<file path="src/rtl/ocp_dual_master_arbiter.sv">
// ocp_dual_master_arbiter
//
// Shares one downstream OCP slave between two upstream OCP masters (u0, u1).
// Commands are arbitrated round-robin; a granted write keeps the grant until
// its last write-data beat has been accepted. The granted master index is
// carried in the downstream tag MSB, and responses are steered back to the
// master named by the MSB of s_tagid.
//
// Ports
//   clk, rst                      clock and synchronous active-high reset
//   uN_m_cmd .. uN_m_tagid        upstream command request (N = 0, 1)
//   uN_s_cmd_accept               upstream command accept
//   uN_m_data .. uN_m_data_last   upstream write data
//   uN_s_data_accept              upstream write data accept
//   uN_s_resp .. uN_s_tagid       upstream response
//   uN_m_resp_accept              upstream response accept
//   m_*                           downstream master-side outputs
//   s_*                           downstream slave-side inputs

module ocp_dual_master_arbiter #(
  parameter int unsigned TAGI_WIDTH = 5,
  parameter int unsigned INFO_WIDTH = 4,
  parameter int unsigned BLEN_WIDTH = 4,
  parameter int unsigned DATA_WIDTH = 32,
  parameter int unsigned ADDR_WIDTH = 5
) (
  input  logic                      clk,
  input  logic                      rst,

  // Upstream master 0
  input  logic [2:0]                u0_m_cmd,
  input  logic [ADDR_WIDTH-1:0]     u0_m_addr,
  input  logic [BLEN_WIDTH-1:0]     u0_m_burst_length,
  input  logic [2:0]                u0_m_burst_seq,
  input  logic [DATA_WIDTH/8-1:0]   u0_m_byteen,
  input  logic [INFO_WIDTH-1:0]     u0_m_req_info,
  input  logic [TAGI_WIDTH-2:0]     u0_m_tagid,
  output logic                      u0_s_cmd_accept,
  input  logic [DATA_WIDTH-1:0]     u0_m_data,
  input  logic [DATA_WIDTH/8-1:0]   u0_m_data_byteen,
  input  logic [TAGI_WIDTH-2:0]     u0_m_data_tagid,
  input  logic                      u0_m_data_valid,
  input  logic                      u0_m_data_last,
  output logic                      u0_s_data_accept,
  output logic [1:0]                u0_s_resp,
  output logic                      u0_s_resp_last,
  output logic [DATA_WIDTH-1:0]     u0_s_data,
  output logic [TAGI_WIDTH-2:0]     u0_s_tagid,
  input  logic                      u0_m_resp_accept,

  // Upstream master 1
  input  logic [2:0]                u1_m_cmd,
  input  logic [ADDR_WIDTH-1:0]     u1_m_addr,
  input  logic [BLEN_WIDTH-1:0]     u1_m_burst_length,
  input  logic [2:0]                u1_m_burst_seq,
  input  logic [DATA_WIDTH/8-1:0]   u1_m_byteen,
  input  logic [INFO_WIDTH-1:0]     u1_m_req_info,
  input  logic [TAGI_WIDTH-2:0]     u1_m_tagid,
  output logic                      u1_s_cmd_accept,
  input  logic [DATA_WIDTH-1:0]     u1_m_data,
  input  logic [DATA_WIDTH/8-1:0]   u1_m_data_byteen,
  input  logic [TAGI_WIDTH-2:0]     u1_m_data_tagid,
  input  logic                      u1_m_data_valid,
  input  logic                      u1_m_data_last,
  output logic                      u1_s_data_accept,
  output logic [1:0]                u1_s_resp,
  output logic                      u1_s_resp_last,
  output logic [DATA_WIDTH-1:0]     u1_s_data,
  output logic [TAGI_WIDTH-2:0]     u1_s_tagid,
  input  logic                      u1_m_resp_accept,

  // Downstream master side
  output logic [2:0]                m_cmd,
  output logic [ADDR_WIDTH-1:0]     m_addr,
  output logic [BLEN_WIDTH-1:0]     m_burst_length,
  output logic [2:0]                m_burst_seq,
  output logic [DATA_WIDTH/8-1:0]   m_byteen,
  output logic [INFO_WIDTH-1:0]     m_req_info,
  output logic [TAGI_WIDTH-1:0]     m_tagid,
  output logic [DATA_WIDTH-1:0]     m_data,
  output logic [DATA_WIDTH/8-1:0]   m_data_byteen,
  output logic [TAGI_WIDTH-1:0]     m_data_tagid,
  output logic                      m_data_valid,
  output logic                      m_data_last,
  output logic                      m_resp_accept,

  // Downstream slave side
  input  logic                      s_cmd_accept,
  input  logic                      s_data_accept,
  input  logic [1:0]                s_resp,
  input  logic                      s_resp_last,
  input  logic [DATA_WIDTH-1:0]     s_data,
  input  logic [TAGI_WIDTH-1:0]     s_tagid
);

  localparam logic [2:0] CmdIdle = 3'b000;
  localparam logic [2:0] CmdWr   = 3'b001;
  localparam logic [1:0] RespNull = 2'b00;

  typedef enum logic [1:0] {
    StIdle,
    StCmd,
    StWdata
  } state_e;

  state_e state_q, state_d;
  logic   grant_q, grant_d;  // index of the master currently owning the link
  logic   rr_q, rr_d;        // 0: u0 wins a tie, 1: u1 wins a tie

  logic req0, req1;

  // Granted master's request, selected once and shared by both phases
  logic [2:0]              g_cmd;
  logic [ADDR_WIDTH-1:0]   g_addr;
  logic [BLEN_WIDTH-1:0]   g_burst_length;
  logic [2:0]              g_burst_seq;
  logic [DATA_WIDTH/8-1:0] g_byteen;
  logic [INFO_WIDTH-1:0]   g_req_info;
  logic [TAGI_WIDTH-2:0]   g_tagid;
  logic [DATA_WIDTH-1:0]   g_data;
  logic [DATA_WIDTH/8-1:0] g_data_byteen;
  logic [TAGI_WIDTH-2:0]   g_data_tagid;
  logic                    g_data_valid;
  logic                    g_data_last;

  logic resp_sel;

  assign req0 = (u0_m_cmd != CmdIdle);
  assign req1 = (u1_m_cmd != CmdIdle);

  always_comb begin
    if (grant_q) begin
      g_cmd          = u1_m_cmd;
      g_addr         = u1_m_addr;
      g_burst_length = u1_m_burst_length;
      g_burst_seq    = u1_m_burst_seq;
      g_byteen       = u1_m_byteen;
      g_req_info     = u1_m_req_info;
      g_tagid        = u1_m_tagid;
      g_data         = u1_m_data;
      g_data_byteen  = u1_m_data_byteen;
      g_data_tagid   = u1_m_data_tagid;
      g_data_valid   = u1_m_data_valid;
      g_data_last    = u1_m_data_last;
    end else begin
      g_cmd          = u0_m_cmd;
      g_addr         = u0_m_addr;
      g_burst_length = u0_m_burst_length;
      g_burst_seq    = u0_m_burst_seq;
      g_byteen       = u0_m_byteen;
      g_req_info     = u0_m_req_info;
      g_tagid        = u0_m_tagid;
      g_data         = u0_m_data;
      g_data_byteen  = u0_m_data_byteen;
      g_data_tagid   = u0_m_data_tagid;
      g_data_valid   = u0_m_data_valid;
      g_data_last    = u0_m_data_last;
    end
  end

  // State register
  always_ff @(posedge clk) begin
    if (rst) begin
      state_q <= StIdle;
      grant_q <= 1'b0;
      rr_q    <= 1'b0;
    end else begin
      state_q <= state_d;
      grant_q <= grant_d;
      rr_q    <= rr_d;
    end
  end

  // Next-state logic
  always_comb begin
    state_d = state_q;
    grant_d = grant_q;
    rr_d    = rr_q;
    unique case (state_q)
      StIdle: begin
        if (req0 && req1) begin
          grant_d = rr_q;
          state_d = StCmd;
        end else if (req0) begin
          grant_d = 1'b0;
          state_d = StCmd;
        end else if (req1) begin
          grant_d = 1'b1;
          state_d = StCmd;
        end
      end
      StCmd: begin
        // A withdrawn command keeps the grant parked here until it returns
        if (s_cmd_accept && (g_cmd != CmdIdle)) begin
          rr_d    = ~grant_q;
          state_d = (g_cmd == CmdWr) ? StWdata : StIdle;
        end
      end
      StWdata: begin
        if (g_data_valid && s_data_accept && g_data_last) begin
          state_d = StIdle;
        end
      end
      default: state_d = StIdle;
    endcase
  end

  // Request-path outputs: everything idles to zero unless the phase forwards it
  always_comb begin
    m_cmd            = CmdIdle;
    m_addr           = '0;
    m_burst_length   = '0;
    m_burst_seq      = '0;
    m_byteen         = '0;
    m_req_info       = '0;
    m_tagid          = '0;
    m_data           = '0;
    m_data_byteen    = '0;
    m_data_tagid     = '0;
    m_data_valid     = 1'b0;
    m_data_last      = 1'b0;
    u0_s_cmd_accept  = 1'b0;
    u1_s_cmd_accept  = 1'b0;
    u0_s_data_accept = 1'b0;
    u1_s_data_accept = 1'b0;
    unique case (state_q)
      StCmd: begin
        m_cmd           = g_cmd;
        m_addr          = g_addr;
        m_burst_length  = g_burst_length;
        m_burst_seq     = g_burst_seq;
        m_byteen        = g_byteen;
        m_req_info      = g_req_info;
        m_tagid         = {grant_q, g_tagid};
        u0_s_cmd_accept = s_cmd_accept & ~grant_q;
        u1_s_cmd_accept = s_cmd_accept & grant_q;
      end
      StWdata: begin
        m_data           = g_data;
        m_data_byteen    = g_data_byteen;
        m_data_tagid     = {grant_q, g_data_tagid};
        m_data_valid     = g_data_valid;
        m_data_last      = g_data_last;
        u0_s_data_accept = s_data_accept & ~grant_q;
        u1_s_data_accept = s_data_accept & grant_q;
      end
      default: ;
    endcase
  end

  // Response path is purely combinational and ignores arbitration state
  assign resp_sel = s_tagid[TAGI_WIDTH-1];

  assign u0_s_resp      = resp_sel ? RespNull : s_resp;
  assign u0_s_resp_last = resp_sel ? 1'b0 : s_resp_last;
  assign u0_s_data      = resp_sel ? '0 : s_data;
  assign u0_s_tagid     = resp_sel ? '0 : s_tagid[TAGI_WIDTH-2:0];

  assign u1_s_resp      = resp_sel ? s_resp : RespNull;
  assign u1_s_resp_last = resp_sel ? s_resp_last : 1'b0;
  assign u1_s_data      = resp_sel ? s_data : '0;
  assign u1_s_tagid     = resp_sel ? s_tagid[TAGI_WIDTH-2:0] : '0;

  assign m_resp_accept = (s_resp != RespNull) &&
                         (resp_sel ? u1_m_resp_accept : u0_m_resp_accept);

endmodule

</file>
<file path="config.mk">
export PLATFORM = sky130hd
export DESIGN_NAME = ocp_dual_master_arbiter
export DESIGN_NICKNAME = d
export VERILOG_FILES = /design/src/rtl/ocp_dual_master_arbiter.sv
export SDC_FILE = /design/constraint.sdc
export NUM_CORES = 1
export LEC_CHECK = 0
export ABC_AREA = 1
export CAP_MARGIN = 20
export CORE_AREA = 2 2 130 132
export CTS_BUF_LIST = sky130_fd_sc_hd__clkbuf_4
export CTS_CLUSTER_SIZE = 20
export DETAILED_ROUTE_END_ITERATION = 12
export DIE_AREA = 0 0 132 134
export MAX_ROUTING_LAYER = met4
export PLACE_DENSITY = 0.57
export SETUP_SLACK_MARGIN = 0.5
export SLEW_MARGIN = 5
export SYNTH_ARGS = -nofsm -noshare
export SYNTH_HDL_FRONTEND = slang
export SYNTH_SLANG_ARGS = --single-unit
</file>
<file path="constraint.sdc">
create_clock -name clk -period 2.9 [get_ports clk]
set_input_delay 0.29 -clock clk [delete_from_list [all_inputs] [get_ports clk]]
set_output_delay 0.29 -clock clk [all_outputs]
set_load 0.02 [all_outputs]
</file>
## Word-level counts from Yosys, hierarchy flattened

Index checks and enable logic that the tools add are counted.

- Eq/ne operators: 6
- Muxes and demuxes: 47
- Bitwise gates (word level): 5
- Reductions and logical operators: 14

Operators by type and width:

| cell | count |
|---|---|
| $mux W32 | 4 |
| $mux W4 | 12 |
| $mux W5 | 4 |
| $mux W2 | 8 |
| $mux W1 | 14 |
| $mux W3 | 4 |
| $reduce_bool A3 Y1 | 4 |
| $pmux W2 S3 | 1 |
| $logic_and A1 B1 Y1 | 5 |
| $and A1 B1 Y1 | 4 |
| $ne A2 B2 Y1 const B | 2 |
| $ne A4 B4 Y1 const B | 1 |
| $reduce_and A2 Y1 | 2 |
| $eq A3 B1 Y1 const B | 1 |
| $reduce_and A3 Y1 | 1 |
| $eq A2 B1 Y1 const B | 1 |
| $eq A2 B2 Y1 const B | 1 |
| $logic_not A2 Y1 | 1 |
| $reduce_bool A2 Y1 | 1 |
| $not A1 Y1 | 1 |

- Flip-flop bits (word level): 4
- Input bits: 184
- Output and inout bits: 154
- Word-level logic and storage cells: 75

## Longest topological paths before layout

Gate-level depths: netlist of run 1.

- Word-level depth: 5
- Gate-level depth with buffers: 10
- Gate-level depth less buffers: 10

## Least setup slack after synthesis of run 1

Ideal clock, no wire load.

- Path kind: flip-flop to output port
- Start: register grant_q
- End: output m_burst_seq[0]
- Arrival: 1.214 ns
- Data required time: 2.610 ns
- Path slack: 1.396 ns
- Cell stages (with the launch flop): 6
- Path buffers: 3
- Path through: dfxtp_1 -> buf_6 -> buf_4 -> buf_2 -> nand2_1 -> a21oi_1

- Word-level cells in the longest chain between the ends: 2

RTL lines:

| item | RTL line | source |
|---|---|---|
| start: declaration | 107 | `logic grant_q, grant_d;` |
| start signal: assignment | 169 | `grant_q <= grant_d;` |
| $mux W3 | 132 | `if (grant_q) begin` |
| $mux W3 | 226 | `unique case (state_q)` |
| end: declaration | 76 | `output logic [2:0] m_burst_seq,` |

Every way passes these cells.

## Worst setup path in the final report of run 1

- Start: register state_q[1]
- End: output u0_s_data_accept

- Word-level cells in the longest chain between the ends: 2

RTL lines:

| item | RTL line | source |
|---|---|---|
| start: declaration | 106 | `state_e state_q, state_d;` |
| start signal: assignment | 164 | `state_q <= StIdle;` |
| start signal: assignment | 168 | `state_q <= state_d;` |
| $eq A2 B2 Y1 | 226 |  |
| $mux W1 | 226 |  |
| end: declaration | 44 | `output logic u0_s_data_accept,` |

Every way passes these cells.

==> run summary, run 1 <==
TritonCTS built the clock tree. After routing, the total negative slack on setup checks comes to 0 ns. In this run the worst hold path is classified as reg2reg. Each instance of the synthesized netlist takes up on average 4.263 um^2. Post-synthesis sequential element count: 4. Clock tree synthesis inserted a total of 3 buffers. STA classifies the critical path endpoint as an output pin. The largest total area in the synthesized netlist belongs to sky130_fd_sc_hd__nand2_1.

The effective utilization at floorplan was 0.1188; the number of iterations in the first detailed-routing pass was 4. Yosys instantiated no cell more often than sky130_fd_sc_hd__nand2_1. The total number of yosys warnings was 0; the total congestion overflow after global routing was 0. The logs give 0.1441 for the met1 track utilization from global routing and 17,690 um^2 for the floorplan die area. Clock-pin slew was measured on the worst setup and hold paths at 0.04 ns.

The count of buffer and inverter cells on the critical path is 2. The analysis attributes to cell leakage a power of 2.619 nW. For this run, the leading register cell type out of synthesis is sky130_fd_sc_hd__dfxtp_1. The count of nets left with antenna violations once routing finished came out at 0.

The via count of the first global-routing pass was 3,517. Counting instances in the post-synthesis netlist gives the leading cell types as sky130_fd_sc_hd__nand2_1 (188), sky130_fd_sc_hd__inv_1 (92), sky130_fd_sc_hd__a21oi_1 (70). The largest driver fanout on the critical path was 33; the post-synthesis to final-layout area growth was 187.5%.

Counting distinct cell types in the post-synthesis netlist gives 19. The cell area that synthesis handed to floorplanning was 1936 um^2. The count of cells in the finished layout, fillers not included, comes to 992.

Max-cap violations in this run came to 0. After clock tree synthesis, the flow added hold-fix buffers numbering 0. Timing would allow up to 441.0 MHz. H-tree depth reported by CTS: 1. The number of DRC markers after the initial detailed-route iteration was 159. The proportion of layout cells with a drive suffix above 1 is 0.02724, and the total placed cells including tap cells is 988.

The critical path is of the reg2out type. No sink is reached through more buffers than the 2 on the longest clock path. The tools report the global-route met3 utilization as 0.03439.

The total routed wirelength was 12,360 um; the final worst-path cycle share was 0.7819. In the final design database the tool counted 957 nets. Buffer type at the clock tree root: sky130_fd_sc_hd__clkbuf_4.

The gate count after technology mapping was 454. For this run, the slowest stage of the critical path takes 0.63 ns. The number of nets handed over by synthesis was 638. The part of the Yosys area used for sequential elements is 0.04137, and the clock latency on the worst-skew pair is 0.23 ns. The number of design rule violations left after detail routing was 0.

Traced cell by cell, the critical path runs through nand2_2 -> buf_6 -> nor3_1 -> clkdlybuf4s50_1. On the critical path, the stage with the largest delay is an instance of sky130_fd_sc_hd__clkdlybuf4s50_1. The CTS sink count is 4, and the aggregate global-route resource usage is 0.1332. After detailed routing, the average wire length per cell comes to 12.46 um. The tools report the kind of launch point of the worst setup path as a flip-flop.

For the pin with the worst max-slew slack, the measured transition is 0.4965 ns. Among cell families on the critical path, the largest total delay comes from buffers and inverters. Row generation in the floorplan step produced 47 rows. For the met2 track utilization from global routing, the log shows 0.2465.

The peak-usage layer in the global routing report is met2. The maximum vdd ir drop was 0.1146 mV. In this run the tool buffered the top-level ports with 337 buffer cells. Ranked by total cell area, the synthesized netlist is headed by sky130_fd_sc_hd__nand2_1 (36%), sky130_fd_sc_hd__a21oi_1 (18%), sky130_fd_sc_hd__inv_1 (18%).

Pin count of the biggest net entering global routing: 74. The core region area came out at 16,290 um^2. Subtracting the final worst setup slack from the clock period gives 2.268 ns. The weighted congestion reported at the end of routability-driven placement came out at 0.7884. Buffers added to address setup during post-CTS repair amount to 0. Across all layers, the routed design uses 3,780 vias. The logs give 0.007431 ns for the largest clock skew in the final design and 0 for the hold violation count in the final report. The initial antenna violation count was 1. The floorplan die height was 134 um. The run gives 338 as the number of primary I/O pins. The via count normalized by instance count works out to 3.810. The number of synthesized flops with an enable pin came out at 0.

The run gives 0.6690 as the normalized max-slew margin. Required time at the endpoint of the critical path: 2.61 ns. The run gives 0 as the final number of max-transition violations. The run finished with clean final reports. The proportion of netlist area held by the largest area contributor is 0.3646, and the first-pass GRT wire length is 18,250 um. Setup repair after global routing could not meet its margin everywhere. STA puts the critical path data arrival time at 1.98 ns. The width of the die works out to 132 um.

Count of final setup violators: 0. Share of synthesized flip-flops with an asynchronous set or reset: 0. Detailed placement finished with a half-perimeter wire length of 10,430 um.

For this design the ratio of total power to cell area is 213.1 nW/um^2.
stage by stage:
stage / power, W / instance area, um^2 / setup slack [ns] / hold slack, ns / utilization
after floorplan: 0.0005219 / 1936 / 1.396 / 0.3591 / -
after global placement: 0.001123 / 5532 / 0.8015 / 0.5557 / 0.3396
after detailed placement: 0.001122 / 5532 / 0.7789 / 0.5588 / 0.3396
after CTS: 0.001199 / 5554 / 0.5239 / 0.5670 / 0.3410
after global routing: 0.001269 / 5564 / 0.4902 / 0.5930 / 0.3416
final: 0.001186 / 5564 / 0.6324 / 0.5580 / 0.3416
cell type report:
class	instances	area (um^2)
Sequential cell	4	81.33
Tap cell	220	275.3
Timing Repair Buffer	345	3472
Multi-Input combinational cell	326	1360
Fill cell	1806	10730
Inverter	93	350.3
Clock buffer	3	22.52
Antenna cell	1	2.502
layout by cell type, fill, tap and decap left out, types with 2 or more instances in the layout:
cell type / count
sky130_fd_sc_hd__nor3_1: 4
sky130_fd_sc_hd__dfxtp_1: 3
sky130_fd_sc_hd__clkdlybuf4s50_1: 335
sky130_fd_sc_hd__nand2_1: 188
sky130_fd_sc_hd__nand3_1: 5
sky130_fd_sc_hd__nand3_2: 2
sky130_fd_sc_hd__a21oi_1: 70
sky130_fd_sc_hd__inv_1: 92
sky130_fd_sc_hd__buf_12: 3
sky130_fd_sc_hd__nor2_1: 49
sky130_fd_sc_hd__clkbuf_4: 3
sky130_fd_sc_hd__o21ai_0: 2
sky130_fd_sc_hd__nand2_2: 3
sky130_fd_sc_hd__buf_4: 4
cells by family after synthesis:
| kind of cell | count (synthesis) | synth area share |
|---|---|---|
| flops | 4 | 0.04137 |
| simple gates | 252 | 0.5087 |
| buf+inv | 124 | 0.2560 |
| compound gates | 74 | 0.1939 |
per-layer routing:
| layer | vias up | part of all wire |
|---|---|---|
| li1 | 1976 | - |
| met1 | 1581 | 0.40 |
| met2 | 213 | 0.50 |
| met3 | 10 | 0.086 |
| met4 | 0 | 0.014 |
| met5 | - | 0 |
where the power goes:
| part | switching [W] | internal [W] | leakage (nW) |
|---|---|---|---|
| sequential | 0.00000576 | 0.0000623 | 0.0334 |
| clock | 0.0000235 | 0.0000464 | 0.0138 |
| combinational | 0.000508 | 0.000539 | 2.57 |
| total | 0.000538 | 0.000648 | 2.62 |
sequential cells by signal, indices dropped and copies added, names as in the netlist:
signal   flops
state_q      2
rr_q         1
grant_q      1
worst paths after layout:
check,cells after the start,endpoint,startpoint,slack [ns]
max reg2reg,10,state_q[1],state_q[0],1.40
min reg2reg,4,rr_q,rr_q,0.56
min,4,rr_q,rr_q,0.56
max,4,u0_s_data_accept,state_q[1],0.63
worst min-delay path: cells and delay by family, from the launching register on:
kind | cells | cell delay [ns]
AOI/OAI and AO/OA | 1 | 0.07
buffers and inverters | 1 | 0.07
DFF | 1 | 0.29
and+or+nand+nor | 2 | 0.09
what timing repair did:
item / CTS / global route
gates resized for setup: 0 / 3
hold endpoints to repair: 0 / 0
setup endpoints to repair: 0 / 22
No activity file was read; power rests on OpenSTA's default activity.
==> inputs of run 2 (changes only) <==
CORE_AREA = 2 2 132 134   (was 2 2 130 132)
DIE_AREA = 0 0 134 136   (was 0 0 132 134)
PLACE_DENSITY = 0.58   (was 0.57)
clock period = 2 ns   (was 2.9 ns; I/O delays follow)
==> run 2 against run 1 <==
  * Combinational power increased by 75%
  * Non-clock buffer count increased by 26
  * Cell area increased by 13%
  * Largest power group unchanged
  * Highest routed layer unchanged
  * Global-route usage increased by 0.14 points
  * Register-to-register slack got worse by 0.89 ns
  * Routed wire length increased by 14%
  * Sequential power increased by 62%
  * Via count increased by 6.3%
==> run summary, run 2 (synthesis gave the netlist of run 1 again) <==
Entering global routing, the biggest net connects 32 pins. TritonCTS built the clock tree. The total routed wirelength came out at 14,070 um. Max capacitance violation total: 0. The run gives 2 as the maximum number of buffers from clock root to sink. The path class of the tightest hold or removal check is reg2reg. From synthesis to final layout, the design area changed by 225.9%. The startpoint identified for the worst hold timing path is rr_q. For the internal power, the log shows 0.001087 W. The width of the die is 134 um, and the slew at the pin closest to its max-slew limit is 0.2500 ns. For this run, the detailed router's first-pass iteration total came to 4. The library cell used most frequently in the layout, excluding fill and tap cells, is sky130_fd_sc_hd__clkdlybuf4s50_1. At the worst endpoint, the arrival time is 1.40 ns.

Via count of the first global-routing pass: 3,774. The run finished with clean final reports. The hold violation count in the final report was 0; the average detailed-routed wire length per instance was 13.77 um.

For the floorplan row count, the log shows 48. End-of-flow core utilization: 0.3738. The register bank with the most flops is state_q. 338 I/O pins were placed. The final worst-path cycle share was 0.8015. Port buffering added 337 buffers. The weighted congestion reported at the end of routability-driven placement was 0.7896.

In the final layout, the registers with the most flip-flops are state_q (2), grant_q (1), rr_q (1). Clock tree synthesis found a total of 4 sinks. Summing all non-filler instances in the final layout gives an area of 6309 um^2.

The floorplan die height is 136 um. The repair_antennas step left the layout with diodes totalling 0. Along the worst path, the maximum fanout reaches 7. Global routing finished with a remaining overflow of 0. The effective utilization at floorplan is 0.1147, and the initial antenna violation count is 0. The power share of the sequential group is 0.054. In this run the cell area measured after placement is 5618 um^2. On the final layout, the worst hold slack is 0.5427 ns. The tools report the kind of launch point of the worst setup path as a flip-flop. Timing would allow up to 623.9 MHz.

For this design the total switching power over the nets is 0.0009689 W. In the routed design, unresolved DRC markers number 0. The tools report the floorplan die area as 18,220 um^2.

Kind of critical path: reg2out. Normalized max-slew margin: 0.8340. Leaving out fill and tap cells, the most frequent cells in the layout are sky130_fd_sc_hd__clkdlybuf4s50_1 (182), sky130_fd_sc_hd__nand2_1 (152), sky130_fd_sc_hd__inv_1 (90). Areal power density over the cells: 326.0 nW/um^2. The tree is rooted in a sky130_fd_sc_hd__clkbuf_4.

For this design the static power due to leakage is 3.357 nW. The flip-flop count of the largest register after layout is 2, and the shortest clock period the worst path allows after layout is 1.603 ns. The tools report the startpoint of the lowest-slack register-to-register path as grant_q. The number of DRC markers after the initial detailed-route iteration is 79, and the final number of max-transition violations is 0. The region available for standard cell placement spans 16,880 um^2.

The first global-routing pass estimated 19,090 um of wire. The count of cells in the finished layout, fillers not included, comes to 1,022. The launching element of the worst setup path was grant_q.

Aggregate global-route resource usage: 0.1346. The logs give 0.51 ns for the minimum setup slack among reg-to-reg paths and 1 for the H-tree depth reported by CTS. The logs give 0 ns for the final sum of negative setup slack and 0.24 ns for the clock latency on the worst-skew pair. Setup violations remaining at the end of the flow were counted as 0. The worst-case IR drop observed on VDD is 0.1604 mV. The logs give 0.051 for the power share of the clock group and 3 for the CTS buffer count. The part of the total power dissipated in combinational logic was 0.896; the largest clock skew in the final design was 0.007612 ns. The detail route stage leaves a number of antenna-violating nets equal to 0. The logs give 9843 um for the half-perimeter wire length after placement and 997 for the total placed cells including tap cells. The proportion of layout cells with a drive suffix above 1 was 0.2585; the required time at the endpoint of the critical path was 1.80 ns. Setup repair after global routing could not meet its margin everywhere. After clock tree synthesis, the clock-pin slew on the worst setup and hold paths is 0.03 ns. Using the TritonRoute via totals, the vias-per-cell ratio works out to 3.932.

The worst setup path is captured at an output pin. After the last flow step, the layout net total stands at 983. The run gives 4,019 as the detailed-route via count. The switching part of the total is 0.4712.
-- run 2: power by group through the flow --
stage	clock network, W	logic (W)	registers [W]
finish	0.000104	0.00184	0.000110
global route	0.000115	0.00197	0.000111
CTS	0.000106	0.00154	0.000106
detailed placement	0	0.00156	0.000101
global placement	0	0.00156	0.000101
floorplan	0	0.000659	0.0000976
-- run 2: area by class of cell --
class / count / area, um^2
tap: 225 / 281.5
timing repair buffer: 371 / 3790
sequential: 4 / 88.84
multi-input combinational: 326 / 1759
clock buffer: 3 / 22.52
fill: 1817 / 10570
inverter: 93 / 366.6
-- run 2: routing by layer --
layer,routed length [um],GRT usage,part of all wire
met4,367,0.03960,0.026
met1,5222,0.1391,0.37
met5,0,-,0
met2,7131,0.2524,0.51
met3,1347,0.03281,0.096
-- run 2: stage by stage --
stage / total power, W / worst slack (ns)
5_1_grt: 0.002193 / 0.3584
2_1_floorplan: 0.0007567 / 0.5860
6_report: 0.002056 / 0.3971
3_5_place_dp: 0.001659 / 0.06290
4_1_cts: 0.001755 / 0.3070
3_3_place_gp: 0.001665 / 0.02757
-- run 2: worst paths after layout --
path | end | cells past startpoint
hold / removal | rr_q | 4
hold reg to reg | rr_q | 4
setup reg to reg | state_q[1] | 10
setup / recovery | m_burst_length[1] | 6
-- run 2: worst max-delay path, stage by stage, from the launching register on --
cell and delay [ns]:
sky130_fd_sc_hd__dfxtp_4 0.44, sky130_fd_sc_hd__clkinv_8 0.15, sky130_fd_sc_hd__buf_16 0.18, sky130_fd_sc_hd__buf_12 0.14, sky130_fd_sc_hd__nand2_2 0.07, sky130_fd_sc_hd__a21oi_2 0.06
sky130_fd_sc_hd__buf_6 0.13
-- run 2: what timing repair did --
item | CTS | global route
gates resized for setup | 408 | 203
gates cloned | 6 | 8
setup buffers | 2 | 6
setup endpoints to repair | 154 | 76
pin swaps | 1 | 26
hold buffers | 0 | 0
endpoints found under the hold margin | 0 | 0
